==> config.mk <==
export PLATFORM = sky130hd
export DESIGN_NAME = ysyx_25030093_pc_gen
export DESIGN_NICKNAME = d
export VERILOG_FILES = /design/src/rtl/ysyx_25030093_pc_pkg.sv /design/src/rtl/ysyx_25030093_pc_tgt.sv /design/src/rtl/ysyx_25030093_pc_gen.sv
export SDC_FILE = /design/constraint.sdc
export NUM_CORES = 1
export LEC_CHECK = 0
export CAP_MARGIN = 20
export CORE_MARGIN = 1.5
export CORE_UTILIZATION = 45
export DETAILED_ROUTE_END_ITERATION = 8
export DONT_BUFFER_PORTS = 1
export PLACE_DENSITY = 0.65
export SKIP_CTS_REPAIR_TIMING = 1
export SLEW_MARGIN = 15
export SYNTH_ARGS = -nofsm -noshare
export SYNTH_HDL_FRONTEND = slang
export SYNTH_SLANG_ARGS = --single-unit
==> constraint.sdc <==
create_clock -name clk -period 7.62 [get_ports clk]
set_input_delay 0.762 -clock clk [delete_from_list [all_inputs] [get_ports clk]]
set_output_delay 0.762 -clock clk [all_outputs]
set_load 0.02 [all_outputs]
==> src/rtl/ysyx_25030093_pc_pkg.sv <==
// Shared encodings for the next-PC generator: completion selects, FSM states, trap cause.
package ysyx_25030093_pc_pkg;

  localparam logic [2:0] SEL_SEQ  = 3'b000;
  localparam logic [2:0] SEL_JAL  = 3'b001;
  localparam logic [2:0] SEL_JALR = 3'b010;
  localparam logic [2:0] SEL_BR   = 3'b011;
  localparam logic [2:0] SEL_CSR  = 3'b100;
  localparam logic [2:0] SEL_HOLD = 3'b111;

  localparam int CAUSE_IMISALIGN = 0;

  typedef enum logic [1:0] {
    BOOT  = 2'd0,
    FETCH = 2'd1,
    EXEC  = 2'd2,
    TRAP  = 2'd3
  } pc_state_t;

endpackage

==> src/rtl/ysyx_25030093_pc_tgt.sv <==
// Combinational next-PC target selection and instruction-address misalign detection.
module ysyx_25030093_pc_tgt
  import ysyx_25030093_pc_pkg::*;
#(
  parameter int XLEN   = 32,
  parameter int C_EXT  = 0,
  parameter int ILEN_B = 4
) (
  input  logic [XLEN-1:0] pc,
  input  logic [2:0]      sel,
  input  logic            taken,
  input  logic [XLEN-1:0] rs1,
  input  logic [XLEN-1:0] imm,
  input  logic [XLEN-1:0] csr_tgt,
  output logic [XLEN-1:0] tgt,
  output logic            mis
);

  localparam logic [XLEN-1:0] STEP = XLEN'(ILEN_B);

  logic [XLEN-1:0] seq_tgt;
  logic [XLEN-1:0] rel_tgt;
  logic [XLEN-1:0] jalr_sum;
  logic            chk;
  logic            bad_align;

  assign seq_tgt  = pc + STEP;
  assign rel_tgt  = pc + imm;
  assign jalr_sum = rs1 + imm;

  always_comb begin
    tgt = seq_tgt;
    chk = 1'b0;
    case (sel)
      SEL_JAL: begin
        tgt = rel_tgt;
        chk = 1'b1;
      end
      SEL_JALR: begin
        tgt = {jalr_sum[XLEN-1:1], 1'b0};
        chk = 1'b1;
      end
      SEL_BR: begin
        if (taken) begin
          tgt = rel_tgt;
          chk = 1'b1;
        end
      end
      SEL_CSR: begin
        tgt = csr_tgt;
        chk = 1'b1;
      end
      SEL_HOLD: tgt = pc;
      default:  tgt = seq_tgt;
    endcase
  end

  // Sequential and hold targets are aligned by construction, so only redirects are checked.
  assign bad_align = (C_EXT != 0) ? tgt[0] : (tgt[1] | tgt[0]);
  assign mis       = chk & bad_align;

endmodule

==> src/rtl/ysyx_25030093_pc_gen.sv <==
// Handshaked next-PC generator: issues pc to the IFU, consumes one EXU completion, redirects on misalign.
// Handshakes: a transfer happens on a rising clk edge where valid && ready; valid never depends on ready.
module ysyx_25030093_pc_gen
  import ysyx_25030093_pc_pkg::*;
#(
  parameter int              XLEN      = 32,
  parameter logic [XLEN-1:0] RESET_VEC = 32'h8000_0000,
  parameter int              C_EXT     = 0,
  parameter int              ILEN_B    = 4
) (
  input  logic            clk,
  input  logic            rst_n,
  output logic [XLEN-1:0] pc,
  output logic            pc_valid,
  input  logic            pc_ready,
  input  logic            upd_valid,
  output logic            upd_ready,
  input  logic [2:0]      upd_sel,
  input  logic            upd_taken,
  input  logic [XLEN-1:0] upd_rs1,
  input  logic [XLEN-1:0] upd_imm,
  input  logic [XLEN-1:0] upd_csr_tgt,
  input  logic [XLEN-1:0] trap_vec,
  output logic            trap_valid,
  output logic [XLEN-1:0] trap_tval,
  output logic [1:0]      dbg_state
);

  pc_state_t       state;
  logic [XLEN-1:0] tgt;
  logic            mis;

  ysyx_25030093_pc_tgt #(
    .XLEN   (XLEN),
    .C_EXT  (C_EXT),
    .ILEN_B (ILEN_B)
  ) u_tgt (
    .pc      (pc),
    .sel     (upd_sel),
    .taken   (upd_taken),
    .rs1     (upd_rs1),
    .imm     (upd_imm),
    .csr_tgt (upd_csr_tgt),
    .tgt     (tgt),
    .mis     (mis)
  );

  // Handshake flags are registered alongside the state so exactly one side is ever open.
  always_ff @(posedge clk or negedge rst_n) begin
    if (!rst_n) begin
      state      <= BOOT;
      pc         <= RESET_VEC;
      pc_valid   <= 1'b0;
      upd_ready  <= 1'b0;
      trap_valid <= 1'b0;
      trap_tval  <= '0;
    end else begin
      case (state)
        BOOT: begin
          state    <= FETCH;
          pc_valid <= 1'b1;
        end
        FETCH: begin
          if (pc_ready) begin
            state     <= EXEC;
            pc_valid  <= 1'b0;
            upd_ready <= 1'b1;
          end
        end
        EXEC: begin
          if (upd_valid) begin
            upd_ready <= 1'b0;
            if (mis) begin
              state      <= TRAP;
              trap_valid <= 1'b1;
              trap_tval  <= tgt;
            end else begin
              state    <= FETCH;
              pc       <= tgt;
              pc_valid <= 1'b1;
            end
          end
        end
        TRAP: begin
          state      <= FETCH;
          pc         <= trap_vec;
          trap_valid <= 1'b0;
          pc_valid   <= 1'b1;
        end
        default: begin
          state      <= BOOT;
          pc_valid   <= 1'b0;
          upd_ready  <= 1'b0;
          trap_valid <= 1'b0;
        end
      endcase
    end
  end

  assign dbg_state = state;

endmodule

# After elaboration in Yosys (flattened, before gate mapping)
# Index checks and enable logic that the tools add are counted.
# word_totals
ff_bits,69
in_bits,136
output_inout_bits,69
elab_cells,55
# op_classes
n_addsub,3
n_eq_ne,12
n_mux,21
bitwise,2
reduce_logical,11
# ops
op,count
$pmux 32 s5,1
$mux 32,3
$add 32x32->32,2
$pmux 32 s2,1
$add 32x3->32 const B,1
$reduce_and 3->1,5
$mux 1,8
$ne 2x2->1 const B,4
$eq 3x2->1 const B,2
$eq 3x3->1 const B,2
$mux 2,3
$pmux 1 s2,3
$pmux 2 s3,1
$eq 2x2->1 const B,2
$reduce_bool 2->1,2
$eq 3x1->1 const B,1
$pmux 1 s3,1
$reduce_or 3->1,1
$eq 2x1->1 const B,1
$logic_not 2->1,1
$reduce_and 2->1,1
$reduce_or 2->1,1
$and 1x1->1,1
$or 1x1->1,1

# Logic depth before layout (Yosys ltp)
# Gate-level depths: netlist of run 1.
# logic_depth
depth_word,8
ltp_mapped,12
mapped_depth_nobuf,12

# Cells and area by module
# A second synthesis of run 1 with hierarchy kept.
# hier_totals
hier_cells,909
area_unflattened_um2,7722.4
# by_module_without_submodules
mod,n_inst,cells_per_inst,area_each_um2,seq_area_each_um2
ysyx_25030093_pc_tgt,1,717,4688.2,0.0
ysyx_25030093_pc_gen,1,192,3034.2,1727.9

# Least setup slack after synthesis of run 1
# OpenSTA, ideal clock, no wires.
# synth_path
path_type,input to register
from,input port upd_imm[0]
to,register trap_tval[24]
setup_ps,125
t_arrival_ps,3260
required_ps,7495
setup_slack_ps,4235
path_stages,12
n_path_buf,0
cell_sequence,ha_1 > inv_1 > fa_1 > nor2b_1 > o31ai_2 > a2bb2oi_2 > a31oi_1 > o41ai_2 > a21oi_1 > xnor2_1 > a221o_1 > mux2_2
# synth_via
elab_chain_len,6
word_cells_on_any_way,7
cone_classes,2 x add/sub; 2 x mux; 2 x bitwise; 1 x reduce/logical
# synth_lines
element,line_no,rtl
"start, declared",ysyx_25030093_pc_gen.sv:21,"input logic [XLEN-1:0] upd_imm,"
$add 32x32->32,ysyx_25030093_pc_tgt.sv:28,assign rel_tgt = pc + imm;
$mux 32,ysyx_25030093_pc_tgt.sv:44,if (taken) begin
$pmux 32 s5 *,ysyx_25030093_pc_tgt.sv:34,case (sel)
$or 1x1->1,ysyx_25030093_pc_tgt.sv:59,assign bad_align = (C_EXT != 0) ? tgt[0] : (tgt[1] | tgt[0]);
$and 1x1->1,ysyx_25030093_pc_tgt.sv:60,assign mis = chk & bad_align;
$reduce_and 3->1 (no line),-,
"end signal, assigned",ysyx_25030093_pc_gen.sv:76,trap_tval <= tgt;
"end, declared",ysyx_25030093_pc_gen.sv:25,"output logic [XLEN-1:0] trap_tval,"
# Every way passes the cells marked *; elsewhere a longest branch is shown, timed or not.
# A chain may end at the register's enable or synchronous reset.

# Worst setup path in the final report of run 1
# layout_path
from,register pc[0]
to,register trap_tval[24]
# layout_via
elab_chain_len,6
word_cells_on_any_way,7
cone_classes,2 x add/sub; 2 x mux; 2 x bitwise; 1 x reduce/logical
# layout_lines
element,line_no,rtl
"start, declared",ysyx_25030093_pc_gen.sv:13,"output logic [XLEN-1:0] pc,"
"start signal, assigned",ysyx_25030093_pc_gen.sv:79,pc <= tgt;
"start signal, assigned",ysyx_25030093_pc_gen.sv:86,pc <= trap_vec;
$add 32x3->32 / $add 32x32->32 (equally long branches),"ysyx_25030093_pc_tgt.sv:27, ysyx_25030093_pc_tgt.sv:28",
$mux 32,ysyx_25030093_pc_tgt.sv:44,
$pmux 32 s5 *,ysyx_25030093_pc_tgt.sv:34,
$or 1x1->1,ysyx_25030093_pc_tgt.sv:59,
$and 1x1->1,ysyx_25030093_pc_tgt.sv:60,
$reduce_and 3->1 (no line),-,
# Marks and branches as above.

==> impl_metrics.tcl, run 1 <==
set metrics [dict create \
    place_area_sq_um 7870 \
    grt.overflow.total 0 \
    synth_edf_count 0 \
    clock_latency_ns 0.34 \
    start_util 0.466 \
    cts_inserted_buffers 9 \
    dr_total_vias 7975 \
    antenna_cells 0 \
    cts_root_buf "clkbuf_16" \
    die_w_um 135 \
    synth_area_leaders "dfrtp_1 22%, ha_1 9.9%, a21oi_1 5.9%" \
    nFillCells 1687 \
    min_path_type "in -> async" \
    max_stage_delay_ns 0.57 \
    final_antenna_net_count 0 \
    finalHoldWorstSlack_ns 0.116 \
    relSlewSlack 0.303 \
    synthArstFlopShare 1.00 \
    core-area_sq_um 16800 \
    via_per_inst 6.75 \
    grt_pass1_vias 7527 \
    drc 0 \
    yosys_warnings 0 \
    cts_tree "done" \
    drt-total-wl_mm 28.6 \
    p_leak_nw 3.42 \
    post_drt_wl_per_cell_um 24.2 \
    worstPathArrival_ns 3.92 \
    period_needed_ns 3.70 \
    clk_pin_slew_ns 0.06 \
    die_area_sq_um 18100 \
    hpwlAfterDp_mm 22.4 \
    synth_top_area_share 0.218 \
    yosysSeqAreaShare 0.221 \
    syn_inst 999 \
    fin_area_sq_um 8150 \
    final_net_count 1157 \
    antenna_found_initial 3 \
    grt_pass1_wl_mm 43.7 \
    setup_tns_ns 0 \
    ys_types 89 \
    drive_gt1_frac 0.0541 \
    endpoint_kind "register" \
    final_util 0.486 \
    finalHoldViolations 0 \
    cp-endpoint "trap_tval[24]" \
    cp-startpoint "pc[0]" \
    max_cap_violations 0 \
    setup_viol_count_final 0 \
    avgSynthCellArea_sq_um 7.81 \
    crit_fanout 6 \
    gp_congestion 1.02 \
    firstDrtPassIters 7 \
    worst_ep_required_time_ns 7.84 \
    num_io_pins 205 \
    synthFlopType "dfrtp_1" \
    ys_ff_latch 69 \
    worst_pin_slew_ns 1.05 \
    startpoint_type "register" \
    critPathSlowestCell "dfrtp_1" \
    grt_usage 0.313 \
    worstPathCellList "ha_1 > inv_1 > fa_1 > nor2b_1 > o31ai_2 > a2bb2oi_2 > a31oi_1 > o41ai_2 > a21oi_1 > xnor2_1 > a221o_1 > mux2_2" \
    drt_iter0_drc 619 \
    p_per_area_nw_per_um2 374 \
    rsz0062_at_grt "no" \
    fin_worst_skew_ns 0.00902 \
    synth_nets 1199 \
    cts_buffer_depth 2 \
    yosysTopAreaCell "dfrtp_1" \
    grt_max_degree 70 \
    reg2reg_from "pc[0]" \
    outcome "completed" \
    num_rows 47 \
    timing.fmax_ghz 0.270 \
    setup.worst_path.class "reg -> reg" \
    syn_area_sq_um 7800 \
    fin_crit_sh 0.485 \
    worstReg2RegEnd "trap_tval[24]" \
    multi_input_area_sq_um 5750 \
    cts.sinks 69 \
    die_y_um 135 \
    worstRegToRegCells 12 \
    htreeDepth 3 \
    peakVddDrop_uv 223 \
    reg2reg_slack_ns 3.92 \
    port_buffers 0 \
    regArea_sq_um 1730 \
    area_delta_synth_final_pct 4.42 \
    slew_viol_final 0 \
]
-- cells in the mapped netlist (17+ instances only) --
cell type	n
nand2_1	108
a21oi_1	92
o21ai_0	84
dfrtp_1	68
ha_1	62
nor2_1	55
clkbuf_1	37
o21ai_1	36
a21o_1	34
nand3_1	32
xnor2_1	28
xor2_1	26
nand4_1	24
inv_1	19
a31oi_1	18
nor3_1	17
-- layout by cell type (no fill, tap or decap), drive strengths merged, types with 11 or more instances in the layout --
cell type | netlist | final
nand3 | 34 | 34
a21oi | 94 | 94
inv | 19 | 19
ha | 62 | 62
nand2 | 108 | 108
o211ai | 12 | 12
mux2i | 14 | 14
nand4 | 24 | 24
mux2 | 17 | 17
a31oi | 18 | 18
and3 | 14 | 14
dfrtp | 68 | 68
o22ai | 11 | 11
xor2 | 26 | 26
o21ai | 122 | 122
nor3 | 17 | 17
a221oi | 15 | 15
xnor2 | 28 | 28
nor2 | 57 | 57
a21o | 34 | 34
-- final cells by class --
type                            instances  share of cell area
Multi-Input combinational cell        852               0.706
Sequential cell                        69               0.212
Tap cell                              220              0.0338
Clock buffer                           10              0.0293
Inverter                               19             0.00875
Timing Repair Buffer                    6             0.00553
Clock inverter                          5             0.00461
-- layer usage --
metal,share of wire,vias up,GRT usage
met5,0.00091,-,0
met1,0.45,3790,0.449
met3,0.13,40,0.110
li1,-,3732,-
met4,0.020,4,0.0783
met2,0.41,409,0.447
-- critical path, delay by kind of cell, from the launching register on --
| kind | cells | cell delay, ns |
|---|---|---|
| AOI/OAI and AO/OA | 6 | 1.63 |
| xor gates and xnor gates | 1 | 0.16 |
| adders and majority gates | 2 | 0.69 |
| buffers and inverters | 1 | 0.07 |
| DFF | 1 | 0.57 |
| muxes | 1 | 0.27 |
| and+or+nand+nor | 1 | 0.20 |
-- power breakdown --
part           total, mW  internal (mW)  leakage (nW)  switching [mW]
clock network      0.393          0.228         0.131           0.165
registers           1.05          0.527         0.857           0.527
logic               1.60          0.649          2.43           0.954
total               3.05           1.40          3.42            1.65
-- logic make-up after synthesis --
kind of cell             Yosys count  share of synthesized area
AND/OR/NAND/NOR                  298                      0.186
flip-flops                        69                      0.221
AO/OA/AOI/OAI                    405                      0.342
XOR/XNOR                          54                     0.0606
adder cells (fa/ha/maj)           64                      0.105
multiplexers                      31                     0.0425
buffers and inverters             78                     0.0426
-- worst min path at each step --
stage / endpoint / slack, ns
global route: pc[7] / 0.10
finish: trap_tval[6] / 0.12
detailed placement: trap_tval[12] / 0.47
floorplan: dbg_state[0] / 0.47
CTS: pc[12] / 0.11
global placement: trap_tval[12] / 0.47
-- stage by stage --
step / instances / setup WS [ns] / power [mW]
2_1_floorplan: 999 / 4.24 / 2.16
3_3_place_gp: 1166 / 3.96 / 2.60
3_5_place_dp: 1166 / 3.86 / 2.61
4_1_cts: 1181 / 3.95 / 3.01
5_1_grt: 1181 / 3.72 / 3.26
6_report: 1181 / 3.92 / 3.05
-- registers in the layout (all words and copies together), names as in the netlist --
| register | flops |
|---|---|
| pc | 32 |
| trap_tval | 32 |
| dbg_state | 2 |
| pc_valid | 1 |
| trap_valid | 1 |
| upd_ready | 1 |
Power figures use the tool's default switching activity.
==> inputs of run 2 (changes only) <==
--- a/config.mk
+++ b/config.mk
@@ -10,7 +10,7 @@
 export CORE_UTILIZATION = 45
 export DETAILED_ROUTE_END_ITERATION = 8
 export DONT_BUFFER_PORTS = 1
-export PLACE_DENSITY = 0.65
+export PLACE_DENSITY = 0.67
 export SKIP_CTS_REPAIR_TIMING = 1
 export SLEW_MARGIN = 15
 export SYNTH_ARGS = -nofsm -noshare
==> constraint.sdc (replaced) <==
create_clock -name clk -period 3.35 [get_ports clk]
set_input_delay 0.335 -clock clk [delete_from_list [all_inputs] [get_ports clk]]
set_output_delay 0.335 -clock clk [all_outputs]
set_load 0.02 [all_outputs]
==> impl_metrics.tcl, run 2 (synthesized netlist as in run 1, its figures left out) <==
set metrics [dict create \
    start_util 0.466 \
    final_antenna_net_count 0 \
    via_per_inst 6.75 \
    cp-endpoint "trap_tval[18]" \
    nFillCells 1685 \
    clk_pin_slew_ns 0.06 \
    num_rows 47 \
    grt.overflow.total 0 \
    area_delta_synth_final_pct 9.15 \
    worst_ep_required_time_ns 3.57 \
    grt_usage 0.320 \
    worstPathArrival_ns 3.38 \
    rsz0062_at_grt "no" \
    hpwlAfterDp_mm 23.5 \
    num_io_pins 205 \
    drt-total-wl_mm 29.6 \
    fin_area_sq_um 8520 \
    core-area_sq_um 16800 \
    grt_pass1_vias 7580 \
    timing.final.ws_setup_ns 0.194 \
    antenna_found_initial 0 \
    max_cap_violations 0 \
    period_needed_ns 3.16 \
    drc 0 \
    firstDrtPassIters 7 \
    grt_pass1_wl_mm 44.2 \
    slew_viol_final 0 \
    setup_viol_count_final 0 \
    p_leak_nw 3.65 \
    cp-startpoint "pc[0]" \
    gp_congestion 0.981 \
    timing.fmax_ghz 0.317 \
    setup_tns_ns 0 \
    finalHoldWorstSlack_ns 0.119 \
    drive_gt1_frac 0.0944 \
    fin_worst_skew_ns 0.0109 \
    drt_iter0_drc 785 \
    die_y_um 135 \
    worstRegToRegCells 13 \
    grt_max_degree 70 \
    setup.worst_path.class "reg -> reg" \
    peakVddDrop_uv 432 \
    cts_buffer_depth 2 \
    min_path_type "in -> reg" \
    p_per_area_nw_per_um2 863 \
    clock_latency_ns 0.34 \
    reg2reg_slack_ns 0.19 \
    post_drt_wl_per_cell_um 24.2 \
    relSlewSlack 0.240 \
    die_w_um 135 \
    crit_top_cell "nor2b_1" \
    cts_tree "done" \
    htreeDepth 3 \
    final_net_count 1201 \
    finalHoldViolations 0 \
    startpoint_type "register" \
    cts.sinks 69 \
    cts_inserted_buffers 9 \
    mostFrequentLayoutCells "108 x nand2_1, 92 x a21oi_1, 84 x o21ai_0" \
    max_stage_delay_ns 0.42 \
    worstPathCellList "ha_1 > inv_1 > fa_1 > nor2b_1 > o31ai_2 > a2bb2oi_2 > buf_4 > a221o_1 > nor2b_1 > a21oi_1 > xor2_1 > o221ai_1 > mux2_1" \
    outcome "completed" \
    reg2reg_from "pc[0]" \
    dr_total_vias 8272 \
    die_area_sq_um 18100 \
    worst_pin_slew_ns 1.13 \
    cts_root_buf "clkbuf_16" \
    port_buffers 0 \
    crit_fanout 4 \
    place_area_sq_um 8180 \
    final_common_cell "nand2_1" \
    critPathSlowestCell "a221o_1" \
    antenna_cells 0 \
    worstReg2RegEnd "trap_tval[18]" \
    dp_slack_ns 0.112 \
    endpoint_kind "register" \
    fin_crit_sh 0.942 \
]
run 2: worst min-delay path by stage:
stage             start            end  slack [ns]  cells after the start
5_1_grt        pc_ready   dbg_state[0]        0.14                      1
4_1_cts           rst_n   trap_tval[8]       -0.32                      0
2_1_floorplan     rst_n   dbg_state[0]        0.04                      0
3_3_place_gp      rst_n  trap_tval[12]        0.04                      0
6_report       pc_ready   dbg_state[0]        0.12                      1
3_5_place_dp      rst_n   trap_tval[4]        0.04                      0
run 2: cell type report:
cell class                 count  area [sq um]  area share
inverter                      19          71.3     0.00837
clock buffer                  10           229      0.0269
timing repair buffer          50           398      0.0467
multi-input combinational    852          5750       0.675
clock inverter                 6          63.8     0.00749
tap                          220           275      0.0323
sequential                    69          1730       0.203
run 2: worst max-delay path, delay by kind of cell (launching register included):
family / cells / cell delay, ns
AO/OA/AOI/OAI: 5 / 1.24
XOR/XNOR: 1 / 0.17
adder cells (fa/ha/maj): 2 / 0.45
buffers and inverters: 2 / 0.25
flip-flops: 1 / 0.38
multiplexers: 1 / 0.32
AND/OR/NAND/NOR: 2 / 0.23
run 2: through the flow:
| step | utilization | total power, mW | instances |
|---|---|---|---|
| finish | 0.508 | 7.35 | 1226 |
| global route | 0.508 | 7.81 | 1226 |
| CTS | 0.506 | 7.21 | 1223 |
| detailed placement | 0.488 | 6.22 | 1207 |
| global placement | 0.488 | 6.21 | 1207 |
| floorplan | - | 4.90 | 999 |
run 2: per-layer routing:
metal / routed length (um) / up-vias / GRT usage
met5: 0 / - / 0
met4: 559 / 0 / 0.0789
li1: - / 3821 / -
met1: 12800 / 3914 / 0.459
met2: 12100 / 490 / 0.454
met3: 4270 / 47 / 0.117
run 2: where the power goes:
part / switching (mW) / internal, mW / total (mW)
Combinational: 2.75 / 1.72 / 4.46
Clock: 0.396 / 0.576 / 0.972
Sequential: 0.706 / 1.21 / 1.92
==> inputs of run 3 (changes only) <==
--- a/config.mk
+++ b/config.mk
@@ -15,4 +15,5 @@
 export SLEW_MARGIN = 15
 export SYNTH_ARGS = -nofsm -noshare
 export SYNTH_HDL_FRONTEND = slang
+export SYNTH_HIERARCHICAL = 1
 export SYNTH_SLANG_ARGS = --single-unit
==> impl_metrics.tcl, run 3 <==
set metrics [dict create \
    setup_viol_count_final 0 \
    htreeDepth 3 \
    firstDrtPassIters 6 \
    drive_gt1_frac 0.274 \
    synth_top_area_share 0.220 \
    via_per_inst 6.42 \
    max_stage_delay_ns 0.37 \
    stdcell_count 1234 \
    yosys_warnings 6 \
    port_buffers 0 \
    yosysMostFrequentCell "mux2_2" \
    synth_nets 1109 \
    antenna_found_initial 0 \
    die_w_um 134 \
    met3_usage 0.0899 \
    yosysTopAreaCell "dfrtp_1" \
    cts_tree "done" \
    gp_congestion 0.960 \
    num_io_pins 205 \
    period_needed_ns 3.26 \
    slew_viol_final 0 \
    max_cap_violations 0 \
    synthArstFlopShare 1.00 \
    cts.sinks 69 \
    setup.worst_path.class "in -> reg" \
    synth_edf_count 0 \
    grt_pass1_vias 7853 \
    start_util 0.462 \
    rsz0062_at_grt "yes" \
    worst_ep_required_time_ns 3.58 \
    peakVddDrop_uv 495 \
    critPathSlowestCell "o2111ai_2" \
    outcome "completed" \
    top_usage_layer "met2" \
    drc 0 \
    grt_pass1_wl_mm 42.7 \
    area_delta_synth_final_pct 20.6 \
    hpwlAfterDp_mm 21.5 \
    synth_area_leaders "dfrtp_1 22%, mux2_2 13%, ha_1 10%" \
    grt_util_met2 0.485 \
    yosysSeqAreaShare 0.224 \
    final_antenna_net_count 0 \
    min_path_type "in -> reg" \
    core-area_sq_um 16700 \
    synth_common_cells "86 x mux2_2, 83 x a21oi_1, 76 x nand2_1" \
    synthFlopType "dfrtp_1" \
    post_drt_wl_per_cell_um 22.6 \
    num_rows 47 \
    cts_buffer_depth 2 \
    endpoint_kind "register" \
    crit_fanout 5 \
    fin_crit_sh 0.972 \
    drt-total-wl_mm 27.9 \
    ys_types 71 \
    worstPathArrival_ns 3.49 \
    dp_slack_ns -0.193 \
    grt.met1_usage 0.399 \
    grt_max_degree 70 \
    p_per_area_nw_per_um2 813 \
    worst_pin_slew_ns 0.978 \
    timing.fmax_ghz 0.307 \
    die_area_sq_um 18000 \
    syn_area_sq_um 7720 \
    final_common_cell "buf_4" \
    avgSynthCellArea_sq_um 8.50 \
    dr_total_vias 7922 \
    clock_latency_ns 0.35 \
    crit_top_cell "a221oi_2" \
    relSlewSlack 0.346 \
    cts_inserted_buffers 9 \
    clk_pin_slew_ns 0.06 \
    syn_inst 909 \
    p_leak_nw 4.13 \
    final_net_count 1208 \
    fin_worst_skew_ns 0.0112 \
    finalHoldViolations 0 \
    cts_root_buf "clkbuf_16" \
    drt_iter0_drc 805 \
    timing.final.ws_setup_ns 0.0947 \
    ys_ff_latch 69 \
    grt.overflow.total 0 \
    worstPathCellList "ha_1 > a21o_1 > or3_1 > o2111ai_2 > nand4b_1 > a221o_1 > a221oi_2 > xnor2_1 > a221oi_2 > o21ai_1 > mux2_2 > mux2_4" \
    die_y_um 134 \
    dp.cells 1207 \
    grt_usage 0.306 \
    startpoint_type "input pin" \
    mostFrequentLayoutCells "129 x buf_4, 86 x mux2_2, 78 x a21oi_1" \
]
==> run 3: cell types whose count changed in the layout (fill, tap and decap cells not counted), moves of 11 or more <==
| cell | delta |
|---|---|
| mux2_2 | +83 |
| buf_4 | +81 |
| nand2_1 | -32 |
| o21ai_1 | -30 |
| o21ai_0 | -18 |
| a21oi_1 | -14 |
| nor2_1 | -13 |
| mux2_1 | -12 |
| mux2i_1 | -11 |
| nand2b_1 | +11 |
==> run 3: final cells by class <==
class | instances | area, sq um
antenna | 1 | 2.50
clock buffer | 10 | 229
clock inverter | 6 | 88.8
fill | 1552 | 7390
inverter | 21 | 78.8
multi-input combinational | 775 | 5880
sequential | 69 | 1730
tap | 220 | 275
timing repair buffer | 132 | 1030
==> run 3: final timing paths <==
check,slack [ns],end,cells after the start,startpoint
worst max-delay path,0.09,pc[24],12,upd_rs1[6]
worst min-delay path,0.07,dbg_state[0],1,pc_ready
worst max register to register,0.11,pc[18],12,pc[9]
worst min register to register,0.66,trap_tval[6],1,trap_tval[6]
max in group asynchronous,2.48,pc[31],2,rst_n
min in group asynchronous,0.53,trap_tval[14],2,rst_n
==> run 3: cells by family after synthesis <==
logic type / synth area share
AOI/OAI and AO/OA: 0.259
and+or+nand+nor: 0.161
muxes: 0.148
DFF: 0.224
buffers and inverters: 0.0382
adders and majority gates: 0.106
xor gates and xnor gates: 0.0646
==> run 3: per-layer routing <==
metal,up-vias,part of all wire
met5,-,0
met4,0,0.028
met3,64,0.11
met2,449,0.45
met1,3731,0.41
li1,3678,-
==> run 3: where the power goes <==
group / internal [mW] / leakage [nW] / switching (mW)
sequential: 1.15 / 0.875 / 0.463
clock: 0.652 / 0.149 / 0.394
combinational: 2.23 / 3.11 / 2.67
==> run 3: worst max-delay path: cells and delay by family <==
kind / cells / cell delay, ns
compound gates: 6 / 1.65
xor+xnor: 1 / 0.14
fa+ha+maj: 1 / 0.34
mux: 2 / 0.52
simple gates: 2 / 0.49
==> run 3: metrics by stage <==
stage / setup TNS (ns) / util / hold WS [ns] / power [mW] / cell area [sq um]
2_1_floorplan: 0 / - / 0.0394 / 4.72 / 7720
3_3_place_gp: -1.17 / 0.523 / 0.0413 / 6.13 / 8730
3_5_place_dp: -1.13 / 0.523 / 0.0413 / 6.17 / 8730
4_1_cts: -1.49 / 0.542 / -0.339 / 7.26 / 9050
5_1_grt: -0.486 / 0.557 / 0.0581 / 8.05 / 9310
6_report: 0 / 0.557 / 0.0741 / 7.57 / 9310
